[config.mk]
export PLATFORM = sky130hd
export DESIGN_NAME = mem_refill_ctrl
export DESIGN_NICKNAME = d
export VERILOG_FILES = /design/src/rtl/mem_refill_ctrl.sv
export SDC_FILE = /design/constraint.sdc
export NUM_CORES = 1
export LEC_CHECK = 0
export ABC_AREA = 0
export CAP_MARGIN = 0
export CORE_ASPECT_RATIO = 1.1
export CORE_MARGIN = 2
export CORE_UTILIZATION = 34
export DETAILED_ROUTE_END_ITERATION = 8
export PLACE_DENSITY_LB_ADDON = 0.12
export SYNTH_ARGS = -nofsm -noshare
export SYNTH_HDL_FRONTEND = slang
export SYNTH_SLANG_ARGS = --single-unit
[constraint.sdc]
create_clock -name clock -period 1.85 [get_ports clock]
set_input_delay 0.37 -clock clock [delete_from_list [all_inputs] [get_ports clock]]
set_output_delay 0.37 -clock clock [all_outputs]
set_load 0.05 [all_outputs]
[src/rtl/mem_refill_ctrl.sv]
// Miss-service controller for the write-back L1 data cache: writes back a dirty
// victim line, then refills the missing line word by word over a req/ack memory port.
`timescale 1ns/1ps
module mem_refill_ctrl #(
    parameter int unsigned LINE_WORDS  = 16,
    parameter int unsigned ACK_TIMEOUT = 64
) (
    input  logic        clock,
    input  logic        resetn,
    input  logic        miss_req,
    input  logic [25:0] miss_line,
    input  logic        victim_dirty,
    input  logic [25:0] victim_line,
    output logic [3:0]  wb_idx,
    input  logic [31:0] wb_data,
    output logic        fill_we,
    output logic [3:0]  fill_idx,
    output logic [31:0] fill_data,
    output logic        busy,
    output logic        done,
    output logic        err,
    output logic        mem_req,
    output logic        mem_we,
    output logic [31:0] mem_addr,
    output logic [31:0] mem_wdata,
    input  logic [31:0] mem_rdata,
    input  logic        mem_ack
);

    localparam int unsigned WAIT_W   = $clog2(ACK_TIMEOUT + 1);
    localparam logic [3:0]  LAST_IDX = 4'(LINE_WORDS - 1);

    typedef enum logic [1:0] {IDLE, WB, FILL, DONE} state_t;

    state_t            state, state_nxt;
    logic [3:0]        cnt;
    logic [25:0]       miss_q;
    logic [25:0]       vict_q;
    logic [WAIT_W-1:0] wait_cnt;

    always_comb begin
        state_nxt = state;
        wb_idx    = '0;
        fill_we   = 1'b0;
        fill_idx  = '0;
        fill_data = '0;
        busy      = 1'b0;
        done      = 1'b0;
        mem_req   = 1'b0;
        mem_we    = 1'b0;
        mem_addr  = '0;
        mem_wdata = '0;
        case (state)
            IDLE: begin
                if (miss_req)
                    state_nxt = victim_dirty ? WB : FILL;
            end
            WB: begin
                busy      = 1'b1;
                mem_req   = 1'b1;
                mem_we    = 1'b1;
                mem_addr  = {vict_q, cnt, 2'b00};
                wb_idx    = cnt;
                mem_wdata = wb_data;
                if (mem_ack && cnt == LAST_IDX)
                    state_nxt = FILL;
            end
            FILL: begin
                busy     = 1'b1;
                mem_req  = 1'b1;
                mem_addr = {miss_q, cnt, 2'b00};
                if (mem_ack) begin
                    fill_we   = 1'b1;
                    fill_idx  = cnt;
                    fill_data = mem_rdata;
                    if (cnt == LAST_IDX)
                        state_nxt = DONE;
                end
            end
            DONE: begin
                busy      = 1'b1;
                done      = 1'b1;
                state_nxt = IDLE;
            end
            default: state_nxt = IDLE;
        endcase
    end

    always_ff @(posedge clock or negedge resetn) begin
        if (!resetn) begin
            state    <= IDLE;
            cnt      <= '0;
            miss_q   <= '0;
            vict_q   <= '0;
            wait_cnt <= '0;
            err      <= 1'b0;
        end else begin
            state <= state_nxt;

            // cnt wraps 15 -> 0 naturally, which is the WB -> FILL handoff
            if (state == IDLE && miss_req) begin
                miss_q <= miss_line;
                vict_q <= victim_line;
                cnt    <= '0;
            end else if (mem_req && mem_ack) begin
                cnt <= cnt + 4'd1;
            end

            if (state_nxt != state && (state_nxt == WB || state_nxt == FILL))
                wait_cnt <= '0;
            else if (mem_req && mem_ack)
                wait_cnt <= '0;
            else if (mem_req && wait_cnt != WAIT_W'(ACK_TIMEOUT))
                wait_cnt <= wait_cnt + 1'b1;

            // err rises on the same edge wait_cnt reaches ACK_TIMEOUT
            if (mem_req && !mem_ack && wait_cnt == WAIT_W'(ACK_TIMEOUT - 1))
                err <= 1'b1;
        end
    end

endmodule

# Yosys cells after proc, flatten, opt, wreduce, memory -nomap -nowiden
# Index checks and enable logic that the tools add are counted.
classes:
  add_sub_neg: 2
  n_eq_ne: 9
  n_mux: 24
  reduce_logical: 14
ops:
  columns: ["cell", "count"]
  rows:
  - ["32-bit 2-to-1 mux", 3]
  - ["32-bit case mux with 2 select lines", 1]
  - ["7-bit 2-to-1 mux", 3]
  - ["4-bit 2-to-1 mux", 5]
  - ["2-bit 2-to-1 mux", 5]
  - ["2-bit case mux with 4 select lines", 1]
  - ["7-bit by 1-bit adder with 7-bit output, second input constant", 1]
  - ["7-bit by 6-bit equality test with 1-bit output, second input constant", 1]
  - ["1-bit logical AND", 7]
  - ["7-bit != test, second input constant", 1]
  - ["2-bit equality test, second input constant", 3]
  - ["1-bit 2-to-1 mux", 6]
  - ["4-bit by 1-bit adder with 4-bit output, second input constant", 1]
  - ["2-bit by 1-bit equality test with 1-bit output, second input constant", 2]
  - ["4-bit equality test, second input constant", 1]
  - ["3-bit nonzero test", 1]
  - ["3-bit OR reduction", 1]
  - ["2-bit logical NOT", 1]
  - ["2-bit != test", 1]
  - ["2-bit nonzero test", 1]
  - ["2-bit OR reduction", 1]
  - ["1-bit logical NOT", 1]
  - ["1-bit logical OR", 1]
totals:
  register_bits: 66
  inputBits: 121
  elab_cells: 55

# Longest topological paths before layout
# Gate-level depths: netlist (run 1).
depth:
  depth_word: 8
  ltp_mapped: 8

# Worst setup path after synthesis (run 1)
# No wires, ideal clock.
synth_path:
  path_kind: "register to output"
  startpoint: "reg state[1]"
  endpoint: "out mem_addr[15]"
  t_arrival_ps: 2424
  slack_ps: -944
  stages_incl_launch_ff: 7
  n_path_buf: 2
  cell_sequence: "dfrtp_1 inv_1 ha_1 clkbuf_1 buf_1 a22oi_1 nor2_1"
synth_between:
  elab_chain_len: 2
synth_lines:
  columns: ["element", "line", "source"]
  rows:
  - ["start: declaration", "35", "state_t state, state_nxt;"]
  - ["start signal: assignment", "98", "state <= state_nxt;"]
  - ["2-bit equality test / 2-bit by 1-bit equality test with 1-bit output (equally long branches)", "53", "case (state)"]
  - ["32-bit case mux with 2 select lines *", "53", null]
  - ["end: declaration", "24", "output logic [31:0] mem_addr,"]
# Every way passes the cells marked *; elsewhere a longest branch is shown, timed or not.

# Worst setup path in the final report (run 1)
layout_path:
  startpoint: "reg state[1]"
  endpoint: "out mem_wdata[28]"
layout_between:
  elab_chain_len: 2
layout_lines:
  columns: ["element", "line", "source"]
  rows:
  - ["2-bit by 1-bit equality test with 1-bit output", "53", null]
  - ["32-bit 2-to-1 mux", "53", null]
  - ["end: declaration", "25", "output logic [31:0] mem_wdata,"]
# No other way between the ends.

==> results_dict.tcl, run 1 <==
set metrics [dict create \
    root_buffer "clkbuf_16" \
    maxSlewViolCount 0 \
    p_sw_uw 6750 \
    wl_um 14900 \
    vdd_drop_max_mv 1.76 \
    cts_tree "done" \
    fmax_ghz 0.472 \
    syn_area_per_cell_sq_um 10.5 \
    num_vias 3765 \
    cts.sinks 66 \
    postSynthRegisterBits 66 \
    arrival_ns 1.75 \
    yosysTopAreaCellShare_pct 44.9 \
    synth_area_leaders "dfrtp_1, mux2_2, and2_1, and3_1, a22oi_1" \
    cts_hold_buf 0 \
    p_leak_uw 0.00354 \
    violations "setup timing" \
    holdCritPathClass "in -> async" \
    end_kind "output port" \
    synth_area_leader_cell "dfrtp_1" \
    drive_above_1_share_pct 59.8 \
    switching_share_pct 43.6 \
    io_pins 231 \
    antenna_found_initial 0 \
    status "finished, violations left" \
    core_area_sq_mm 0.0104 \
    clk_pin_slew_worst_paths_ns 0.05 \
    nNetsFinal 737 \
    h-tree-depth 3 \
    grt_overflow 0 \
    period_minus_slack_ns 2.12 \
    synth_commonest_cells "dfrtp_1, mux2_2, and2_1, nor2_1, and3_1" \
    dpl.hpwl_um 10900 \
    gp_congestion 0.829 \
    grt_usage_pct 23.9 \
    synth-edff-count 0 \
    io_buffers 228 \
    synth_cell_types 38 \
    synth_warnings 0 \
    start_kind "flip-flop" \
    p_int_uw 8740 \
    rsz0062_at_grt "yes" \
    initial_utilization_pct 35.2 \
    criticalPathCategory "reg -> out" \
    placementRows 39 \
    dpl_cell_area_sq_mm 0.00774 \
    required_ns 1.48 \
    dp_slack_ns -0.272 \
    fin_ws_ns -0.270 \
    share_comb_of_total_power_pct 72.9 \
    die_w_um 103 \
    clockBufferDepth 2 \
    slowest_delay_ns 0.45 \
    path_buf_inv 4 \
    worst-path-max-fanout 8 \
    drtPass1Iterations 4 \
    critPathTopFamily "buffers and inverters" \
    detail-route-antenna-nets 0 \
    seqCellArea_sq_mm 0.00165 \
    worst_path_max_delay_cell "dfrtp_2" \
    drt-wirelength-per-cell_um 19.7 \
    finClkSkew_ns 0.00662 \
    post-route-drc-count 0 \
    crit_top_cell "buf_12" \
    power_frac_seq_pct 16.8 \
    ys_seq_area_share_pct 44.9 \
    whs_ns 0.0420 \
    grt_pass1_wl_um 21100 \
    async_flop_share_pct 100 \
    fp.dieH_um 113 \
    power.clock.fraction_pct 10.4 \
    cap_viol_max_count 0 \
    syn_inst 352 \
    clk-insertion-delay-late_ns 0.33 \
    path_cells "inv_4 -> ha_4 -> buf_12 -> clkbuf_16 -> and2_4 -> buf_12" \
    yosysMostFrequentCell "dfrtp_1" \
    hold_violations 0 \
    grt_max_degree 67 \
    multi_input_area_sq_mm 0.00245 \
    final_area_sq_mm 0.00855 \
    drt_iter0_markers 139 \
    viasPerCell 4.99 \
    post-route-period-util_pct 115 \
    die-area_sq_mm 0.0117 \
    first_global_vias 4014 \
    synthFlopType "dfrtp_1" \
    finalSetupViolCount 111 \
    powerDensity_mw_per_mm2 1810 \
    diodes 0 \
    area_growth_pct 132 \
    syn_area_sq_mm 0.00368 \
    fill_cells 600 \
    cts_buffers 9 \
]
[stage by stage]
| stage | TNS (ns) | instances | util, % | power (uW) |
|---|---|---|---|---|
| 6_report | -23.19 | 755 | 81.8 | 15500 |
| 4_1_cts | -21.85 | 742 | 78.3 | 14800 |
| 3_3_place_gp | -5.42 | 719 | 74.1 | 12400 |
| 2_1_floorplan | -3.58 | 353 | - | 8380 |
| 3_5_place_dp | -6.53 | 719 | 74.1 | 12700 |
| 5_1_grt | -29.76 | 755 | 81.8 | 16200 |
[placed cells by master, fill, tap and decap left out, types with 11 or more instances in the layout]
cell type | synthesis | layout
mux2_2 | 52 | 52
and3_4 | 0 | 11
and3_2 | 1 | 25
buf_4 | 2 | 22
clkbuf_16 | 0 | 15
dfrtp_1 | 66 | 65
clkdlybuf4s50_1 | 0 | 119
and2_4 | 0 | 41
nor2_4 | 0 | 27
buf_12 | 0 | 118
a22oi_2 | 0 | 26
[power groups by stage]
stage / Combinational (uW) / Sequential (uW) / Clock (uW)
floorplan: 5970 / 2410 / 0
global placement: 10000 / 2440 / 0
detailed placement: 10200 / 2490 / 0
CTS: 10600 / 2530 / 1640
global route: 11800 / 2680 / 1700
finish: 11300 / 2600 / 1610
[cells by family after synthesis]
family	count (synthesis)	synth area share, %
buf+inv	35	4.01
compound gates	42	8.84
flops	66	44.9
simple gates	136	20.3
xor+xnor	8	1.90
mux	55	16.9
fa+ha+maj	9	3.06
other cells	1	0.102
[registers in the layout (all words and copies together) (netlist names)]
| signal | flops |
|---|---|
| vict_q | 26 |
| err | 1 |
| cnt | 4 |
| wait_cnt | 7 |
| state | 2 |
| miss_q | 26 |
[cell type report]
cell class / count / share of cell area (%)
timing repair buffer: 272 / 46.1
inverter: 6 / 0.512
clock buffer: 14 / 3.21
multi-input combinational: 252 / 28.6
clock inverter: 2 / 0.117
sequential: 66 / 19.3
tap: 143 / 2.09
[what timing repair did]
action,CTS,global route
buffers inserted,7,6
setup endpoints to repair,107,111
gates cloned,0,7
hold endpoints to repair,0,0
gates resized for setup,18,53
pin swaps,4,15
[layer usage]
layer	up-vias	GRT usage, %	share of wire, %	wire [um]
met5	-	0	0	0
met4	0	9.65	3.0	452
met3	27	6.86	7.2	1070
met1	1853	25.4	35	5260
li1	1733	-	-	-
met2	152	43.6	54	8070
[path summary, 6_finish.rpt]
check / start / slack [ns] / depth (start not counted) / end
max reg2reg: state[1] / -0.15 / 8 / wait_cnt[2]
max: state[1] / -0.27 / 6 / mem_wdata[28]
min: resetn / 0.04 / 2 / vict_q[7]
max in group asynchronous: resetn / 1.50 / 2 / vict_q[18]
min in group clock: err / 0.48 / 1 / err
min reg2reg: err / 0.48 / 1 / err
(Power assumes the default switching activity.)
==> run 2, diff against run 1 <==
--- a/config.mk
+++ b/config.mk
@@ -11,6 +11,8 @@
 export CORE_MARGIN = 2
 export CORE_UTILIZATION = 34
 export DETAILED_ROUTE_END_ITERATION = 8
+export GPL_TIMING_DRIVEN = 0
+export HOLD_SLACK_MARGIN = 0.02
 export PLACE_DENSITY_LB_ADDON = 0.12
 export SYNTH_ARGS = -nofsm -noshare
 export SYNTH_HDL_FRONTEND = slang
==> run 2 against run 1 <==
Effect of this change:
- the run still ends with setup timing left
- routed wire length shrank 3.9%
- sequential share of layout area grew 1.3 points
- largest power group unchanged
- utilization shrank 5.0 points
- clock skew shrank 0.0023 ns
- register-to-register slack lost 0.02 ns
- critical endpoint is now mem_addr[7]
- first-iteration DRC count grew 14%
- total power shrank 4.6%
==> results_dict.tcl, run 2 (synthesis results as in run 1) <==
set metrics [dict create \
    final_cells 766 \
    period_minus_slack_ns 2.12 \
    maxSlewViolCount 0 \
    drtPass1Iterations 4 \
    path_cells "inv_4 -> ha_4 -> clkbuf_16 -> clkbuf_16 -> a22oi_2 -> nor2_4 -> buf_6" \
    cts.sinks 66 \
    grt_max_degree 67 \
    die_w_um 103 \
    drive_above_1_share_pct 61.2 \
    post-route-drc-count 0 \
    io_pins 231 \
    cap_viol_max_count 0 \
    finalSetupViolCount 111 \
    grt_overflow 0 \
    drt_iter0_markers 158 \
    arrival_ns 1.75 \
    clockBufferDepth 2 \
    wl_um 14300 \
    switching_share_pct 44.9 \
    dpl.cell_count 723 \
    critPathTopFamily "buffers and inverters" \
    fmax_ghz 0.472 \
    power.clock.fraction_pct 11.1 \
    grt_pass1_wl_um 21300 \
    rsz0062_at_grt "yes" \
    dpl.hpwl_um 10200 \
    vdd_drop_max_mv 1.22 \
    power_frac_seq_pct 17.7 \
    path_buf_inv 4 \
    grt_usage_pct 24.0 \
    start_kind "flip-flop" \
    most-common-layout-cells "clkdlybuf4s50_1, dfrtp_1, buf_8" \
    criticalPathCategory "reg -> out" \
    diodes 0 \
    viasPerCell 4.90 \
    initial_utilization_pct 35.2 \
    worst_path_max_delay_cell "dfrtp_2" \
    worst-path-max-fanout 8 \
    cts_hold_buf 0 \
    p_int_uw 8140 \
    cts_buffers 9 \
    fp.dieH_um 113 \
    die-area_sq_mm 0.0117 \
    status "finished, violations left" \
    clk_pin_slew_worst_paths_ns 0.05 \
    core_area_sq_mm 0.0104 \
    fin_ws_ns -0.268 \
    end_kind "output port" \
    required_ns 1.48 \
    final_common_cell "clkdlybuf4s50_1" \
    num_vias 3752 \
    slew_headroom_pct 43.2 \
    root_buffer "clkbuf_16" \
    post-route-period-util_pct 114 \
    clk-insertion-delay-late_ns 0.32 \
    fill_cells 720 \
    detail-route-antenna-nets 0 \
    tightest_slew_ns 0.853 \
    hold_violations 0 \
    area_growth_pct 118 \
    finClkSkew_ns 0.00429 \
    reg.largest.list "miss_q: 26 flops, vict_q: 26 flops, wait_cnt: 7 flops" \
    gp_congestion 0.778 \
    cts_tree "done" \
    violations "setup timing" \
    drt-wirelength-per-cell_um 18.6 \
    dp_slack_ns -1.08 \
    total_power_uw 14800 \
    h-tree-depth 3 \
    nNetsFinal 749 \
    p_sw_uw 6640 \
    placementRows 39 \
    io_buffers 227 \
    first_global_vias 3958 \
    slowest_delay_ns 0.42 \
    powerDensity_mw_per_mm2 1840 \
    holdCritPathClass "in -> async" \
    share_comb_of_total_power_pct 71.2 \
    p_leak_uw 0.00345 \
    antenna_found_initial 0 \
    crit_top_cell "clkbuf_16" \
]
==> run 2: path summary, 6_finish.rpt <==
| check | startpoint | to | slack [ns] | depth (start not counted) |
|---|---|---|---|---|
| worst min-delay path | resetn | miss_q[5] | 0.15 | 1 |
| worst min register to register | err | err | 0.46 | 1 |
| max in group asynchronous | resetn | cnt[1] | 1.08 | 1 |
| worst max register to register | state[1] | wait_cnt[3] | -0.17 | 9 |
| worst max-delay path | state[1] | mem_addr[7] | -0.27 | 7 |
| min in group clock | miss_req | cnt[0] | 0.33 | 2 |
==> run 2: power groups by stage <==
stage / logic, uW / clock network (uW) / registers (uW)
after global routing: 11000 / 1740 / 2700
after CTS: 10100 / 1680 / 2600
after global placement: 8020 / 0 / 2520
final: 10500 / 1650 / 2620
after detailed placement: 8100 / 0 / 2550
after floorplan: 5970 / 0 / 2410
==> run 2: final cells by class <==
class / instances / area, sq um / area share, %
Multi-Input combinational cell: 252 / 2470 / 30.9
Clock buffer: 12 / 246 / 3.07
Tap cell: 143 / 179 / 2.23
Buffer: 29 / 408 / 5.09
Sequential cell: 66 / 1660 / 20.7
Clock inverter: 3 / 40.0 / 0.499
Inverter: 6 / 43.8 / 0.546
Timing Repair Buffer: 255 / 2970 / 37.1
==> run 2: worst reg2reg max path, delay by kind of cell (launching register included) <==
| kind | cells | cell delay [ns] |
|---|---|---|
| AOI/OAI and AO/OA | 2 | 0.40 |
| DFF | 1 | 0.45 |
| adders and majority gates | 1 | 0.18 |
| and+or+nand+nor | 1 | 0.07 |
| muxes | 1 | 0.23 |
| buffers and inverters | 4 | 0.58 |
==> run 2: repair_timing <==
item                       CTS  global route
buffers inserted            17             2
pin swaps                   18            35
resized for setup          894            27
cloned                       6             3
setup endpoints to repair  165           114
==> run 2: routing by layer <==
layer / share of wire [%] / GRT usage, % / vias up
met5: 0 / 0 / -
met4: 1.5 / 6.67 / 0
met3: 7.2 / 5.93 / 14
met2: 54 / 44.5 / 149
met1: 37 / 26.8 / 1831
li1: - / - / 1758
==> run 2: through the flow <==
step / hold WS (ns) / setup TNS (ns) / cell area (sq um) / utilization (%)
finish: 0.154 / -21.67 / 8020 / 76.8
global route: 0.222 / -27.30 / 8020 / 76.8
CTS: 0.191 / -21.22 / 7860 / 75.2
detailed placement: 0.454 / -92.54 / 6550 / 62.8
global placement: 0.449 / -210.66 / 6560 / 62.8
floorplan: 0.0744 / -3.58 / 4110 / -
==> edit 1, RTL diff (config.mk and constraints of run 2) <==
Encoding of `state_t`: now one-hot (4 bits for 4 states).
--- a/src/rtl/mem_refill_ctrl.sv
+++ b/src/rtl/mem_refill_ctrl.sv
@@ -31,5 +31,5 @@
     localparam logic [3:0]  LAST_IDX = 4'(LINE_WORDS - 1);
 
-    typedef enum logic [1:0] {IDLE, WB, FILL, DONE} state_t;
+    typedef enum logic [3:0] {IDLE = 4'b0001, WB = 4'b0010, FILL = 4'b0100, DONE = 4'b1000} state_t;
 
     state_t            state, state_nxt;
Formal check against the unedited RTL: same outputs for any inputs over 10 cycles, from zero or initial values and one cycle with resetn low; not proved beyond that.
==> edit 1 against run 2 <==
- the flow still finishes with violations (setup timing)
- area after synthesis shrank 1.3%
- via count grew 7.9%
- setup slack lost 110 ps
- synthesized cell count grew 24%
- register-to-register slack lost 40 ps
- wire length shrank 4.8%
- sequential share of layout area grew 2.4 points
- sequential cell count grew 2
- cell area shrank 7.8%
- core utilization shrank 5.6 points
- critical endpoint is now mem_addr[15]
- largest cell class unchanged
Power is not compared: it rests on default switching activity, and its combinational part moved more than twofold at a synthesized area within 25%.
==> edit 1: results (changes against run 2) <==
[metrics] status: finished with violations
[metrics] failing checks: setup timing
[metrics] share of final layout cell area taken by clock buffers and inverters: 0.03823 (+0.002508)
[metrics] final setup margin: -373.2 ps (-105.3 ps)
[metrics] met2 track utilization from global routing: 0.4174 (-0.02716)
[metrics] number of cells traversed by the worst register-to-register path: 6 (-3)
[metrics] measured slew at the worst slew-check pin: 859.0 ps (+6.462 ps)
[metrics] commonest cells in the synthesized netlist: sky130_fd_sc_hd__nand2_1 (160), sky130_fd_sc_hd__dfrtp_1 (67), sky130_fd_sc_hd__and3_1 (43)
[metrics] met1 WL: 5.061 mm (-4.8%)
[metrics] wire length on met3: 980 microns (-4.5%)
[metrics] highest net fanout along the worst path: 10 (+2)
[metrics] global-route wire length before repair: 20.84 mm (-1.9%)
[metrics] setup slack, reg-to-reg: -210 ps (-40 ps)
[metrics] DPL Wire Length: 9.678 mm (-4.9%)
[metrics] multi-input combinational cell count: 327 (+30%)
[metrics] placer congestion estimate: 0.8206 (+5.5%)
[metrics] top cells by area in the synthesized netlist: sky130_fd_sc_hd__dfrtp_1 (46%), sky130_fd_sc_hd__nand2_1 (17%), sky130_fd_sc_hd__and3_1 (7.4%), sky130_fd_sc_hd__and2_1 (6.7%), sky130_fd_sc_hd__a22o_1 (6.5%)
[metrics] final layout net count: 816 (+8.9%)
[metrics] layout buffering overhead excluding clock cells: 0.4219 (about the same)
[metrics] worst endpoint data arrival time: 1850 ps (+100 ps)
[metrics] GRT Total Usage: 0.2318 (-0.008167)
[metrics] largest incremental delay on the critical path: 480 ps (+60 ps)
[metrics] final-layout clock buffer total: 9 (-3)
[metrics] Seq cells: 68 (+3.0%)
[metrics] proportion of cell area occupied by multi-input gates: 0.2828 (-0.02572)
[metrics] Setup violations, final: 138 (+24%)
[metrics] worst r2r dst: miss_q[10]$_DFFE_PN0P_
[metrics] fraction of layout instances using a drive strength above 1: 0.4103 (-0.2012)
[metrics] vias per cell: 4.820 (-1.6%)
[metrics] initial detailed-routing violation count: 103 (-35%)
[metrics] sum of routed wire length over all layers: 13.59 mm (-4.8%)
[metrics] met3 demand-to-capacity share in global routing: 0.05853 (-0.0007654)
[metrics] final setup skew: 10.01 ps (+5.725 ps)
[metrics] number of non-clock inverters: 5 (-1)
[metrics] destination of the critical timing path: mem_addr[15]
[metrics] number of buffers other than clock buffers in the final layout: 281 (-1.1%)
[edit 1: metrics by stage]
stage                 util  cell area (sq um)  cells  worst slack [ps]  hold slack, ps
floorplan                -               3875    437            -53.70           74.41
global placement    0.6096               6336    808             -1883           453.4
detailed placement  0.6094               6334    808             -1032           452.0
CTS                 0.6892               7163    833            -390.7           177.1
global route        0.7117               7397    840            -449.1           223.1
finish              0.7117               7397    840            -373.2           133.3
[edit 1: kinds of logic (layout without fill, tap and decap cells)]
group,Yosys count,in the layout,synth area share
adder cells (fa/ha/maj),3,3,0.01034
AND/OR/NAND/NOR,275,275,0.3585
other,1,2,0.001033
AO/OA/AOI/OAI,38,38,0.08514
multiplexers,2,2,0.005516
buffers and inverters,42,302,0.05343
XOR/XNOR,7,7,0.01689
flip-flops,68,68,0.4692
[edit 1: what timing repair did]
| item | CTS | global route |
|---|---|---|
| setup endpoints to repair | 157 | 171 |
| gates resized for setup | 854 | 53 |
| buffers inserted | 7 | 7 |
| cloned | 3 | 0 |
| pin swaps | 14 | 4 |
==> edit 2, RTL diff (settings of run 2) <==
Made on the original files. The parameter `ACK_TIMEOUT` goes from 64 to 128.
--- a/src/rtl/mem_refill_ctrl.sv
+++ b/src/rtl/mem_refill_ctrl.sv
@@ -4,5 +4,5 @@
 module mem_refill_ctrl #(
     parameter int unsigned LINE_WORDS  = 16,
-    parameter int unsigned ACK_TIMEOUT = 64
+    parameter int unsigned ACK_TIMEOUT = 128
 ) (
     input  logic        clock,
Formal check against the unedited RTL: same outputs for any inputs over 10 cycles, from zero or initial values and one cycle with resetn low; that may be too few to reach the edited logic, so the function may still have changed.
==> edit 2 against run 2 <==
- the run still ends with setup timing left
- setup slack got worse by 15 ps
- sequential cell count rose by 1
- die area rose by 3.3%
- cell area rose by 1.1%
- wire length rose by 2.0%
- critical path depth did not move
- total power rose by 0.26%
- area after synthesis rose by 3.4%
==> edit 2: results (changes against run 2) <==
[metrics] routed len/inst: 18.86 microns (+1.2%)
[metrics] highest net fanout along the worst path: 6 (-2)
[metrics] number of non-clock inverters: 8 (+2)
[metrics] power density relative to cell area: 1828 nW/um^2 (-0.82%)
[metrics] number of distinct standard cells referenced by the synthesized netlist: 37 (-2.6%)
[metrics] status: finished with violations
[metrics] worst hold slack: 145.7 ps (-7.887 ps)
[metrics] initial detailed-routing violation count: 109 (-31%)
[metrics] number of filler cells placed in the layout: 754 (+4.7%)
[metrics] Max VDD drop: 0.001393 V (+14%)
[metrics] final layout net count: 750 (+0.13%)
[metrics] Seq cells: 67 (+1.5%)
[metrics] number of placed instances, taps included: 727 (+0.55%)
[metrics] multi-input combinational cell count: 248 (-1.6%)
[metrics] leakage power: 0.003541 uW (+2.8%)
[metrics] share of final layout cell area taken by clock buffers and inverters: 0.03657 (+0.0008485)
[metrics] Diodes inserted: 0 (unchanged)
[metrics] cell area reported after detailed placement: 6635 sq um (+1.2%)
[metrics] fraction of synthesized area in multiplexers: 0.1592 (-0.009549)
[metrics] global-route wire length before repair: 22.12 mm (+4.1%)
[metrics] via count of the first global-routing pass: 4069 (+2.8%)
[metrics] share of the synthesized area in compound gates (AO/OA/AOI/OAI): 0.09240 (+0.003968)
[metrics] final setup skew: 3.599 ps (-0.6868 ps)
[metrics] top cells by area in the synthesized netlist: sky130_fd_sc_hd__dfrtp_1 (44%), sky130_fd_sc_hd__mux2_2 (15%), sky130_fd_sc_hd__and2_1 (6.6%), sky130_fd_sc_hd__and3_1 (5.9%), sky130_fd_sc_hd__a22oi_1 (5.1%)
[metrics] layout buffering overhead excluding clock cells: 0.4104 (-0.01103)
[metrics] register area share after synthesis: 0.4406 (-0.008335)
[metrics] pin count of the biggest net entering global routing: 68 (+1.5%)
[metrics] Setup violations, final: 110 (-0.90%)
[metrics] number of instances resized during post-cts repair: 884 (-1.1%)
[metrics] commonest cells in the synthesized netlist: sky130_fd_sc_hd__dfrtp_1 (67), sky130_fd_sc_hd__mux2_2 (52), sky130_fd_sc_hd__and2_1 (40)
[metrics] number of I/O port buffers: 227 (unchanged)
[metrics] synthesized area per cell: 10.81 sq um (+3.4%)
[metrics] measured slew at the worst slew-check pin: 851.5 ps (-1.042 ps)
[metrics] number of buffers other than clock buffers in the final layout: 286 (+0.70%)
[metrics] registers with the most flip-flops: miss_q: 26 flops, vict_q: 26 flops, wait_cnt: 8 flops
[metrics] placer congestion estimate: 0.9268 (+19%)
[metrics] final setup margin: -283.2 ps (-15.31 ps)
[metrics] dpl ws: -1149 ps (-70.09 ps)
[metrics] area of combinational cells with multiple inputs: 2584 sq um (+4.4%)
[metrics] register fraction of the total cell area: 0.2074 (+0.0008547)
[metrics] post-synthesis share of cell area spent on xor and xnor gates: 0.02302 (+0.003971)
[metrics] vias per cell: 4.848 (-1.0%)
[metrics] DPL Wire Length: 10.19 mm (+0.11%)
[metrics] setup slack, reg-to-reg: -50 ps (+120 ps)
[metrics] failing checks: setup timing
[metrics] fraction of layout instances using a drive strength above 1: 0.6208 (+0.009243)
[metrics] root buffer cell: sky130_fd_sc_hd__clkbuf_16
==> edit 2: metal layers <==
layer | vias up | share of wire | wire length [microns] | GRT usage
li1 | 1766 | - | - | -
met3 | 17 | 0.067 | 971 | 0.05726
met1 | 1818 | 0.37 | 5452 | 0.2603
met2 | 142 | 0.55 | 7960 | 0.4476
met5 | - | 0 | 0 | 0
met4 | 0 | 0.012 | 176 | 0.07911
==> edit 2: final timing paths <==
path,cells after the start,endpoint,startpoint
max,7,mem_addr[17],state[0]$_DFF_PN0_
min,1,vict_q[6]$_DFFE_PN0P_,resetn
max reg2reg,8,wait_cnt[1]$_DFFE_PN0P_,state[1]$_DFF_PN0_
min reg2reg,1,miss_q[17]$_DFFE_PN0P_,miss_q[17]$_DFFE_PN0P_
max in group asynchronous,1,cnt[0]$_DFFE_PN0P_,resetn
min in group clock,2,cnt[3]$_DFFE_PN0P_,miss_req
==> edit 2: cells by family after synthesis <==
| kind of cell | after synthesis |
|---|---|
| flops | 67 |
| buf+inv | 38 |
| other cells | 1 |
| xor+xnor | 10 |
| mux | 54 |
| compound gates | 41 |
| simple gates | 132 |
| fa+ha+maj | 9 |
==> edit 2: power by group <==
part / internal (uW) / switching [uW]
sequential: 2140 / 489
combinational: 5180 / 5320
clock: 1080 / 616
total: 8400 / 6420
==> edit 2: critical path, stage by stage (launching register included) <==
cell	delay (ps)
sky130_fd_sc_hd__dfrtp_2	420
sky130_fd_sc_hd__inv_4	70
sky130_fd_sc_hd__ha_4	180
sky130_fd_sc_hd__clkbuf_16	170
sky130_fd_sc_hd__clkbuf_16	160
sky130_fd_sc_hd__a22oi_2	230
sky130_fd_sc_hd__nor2b_4	60
sky130_fd_sc_hd__buf_6	150
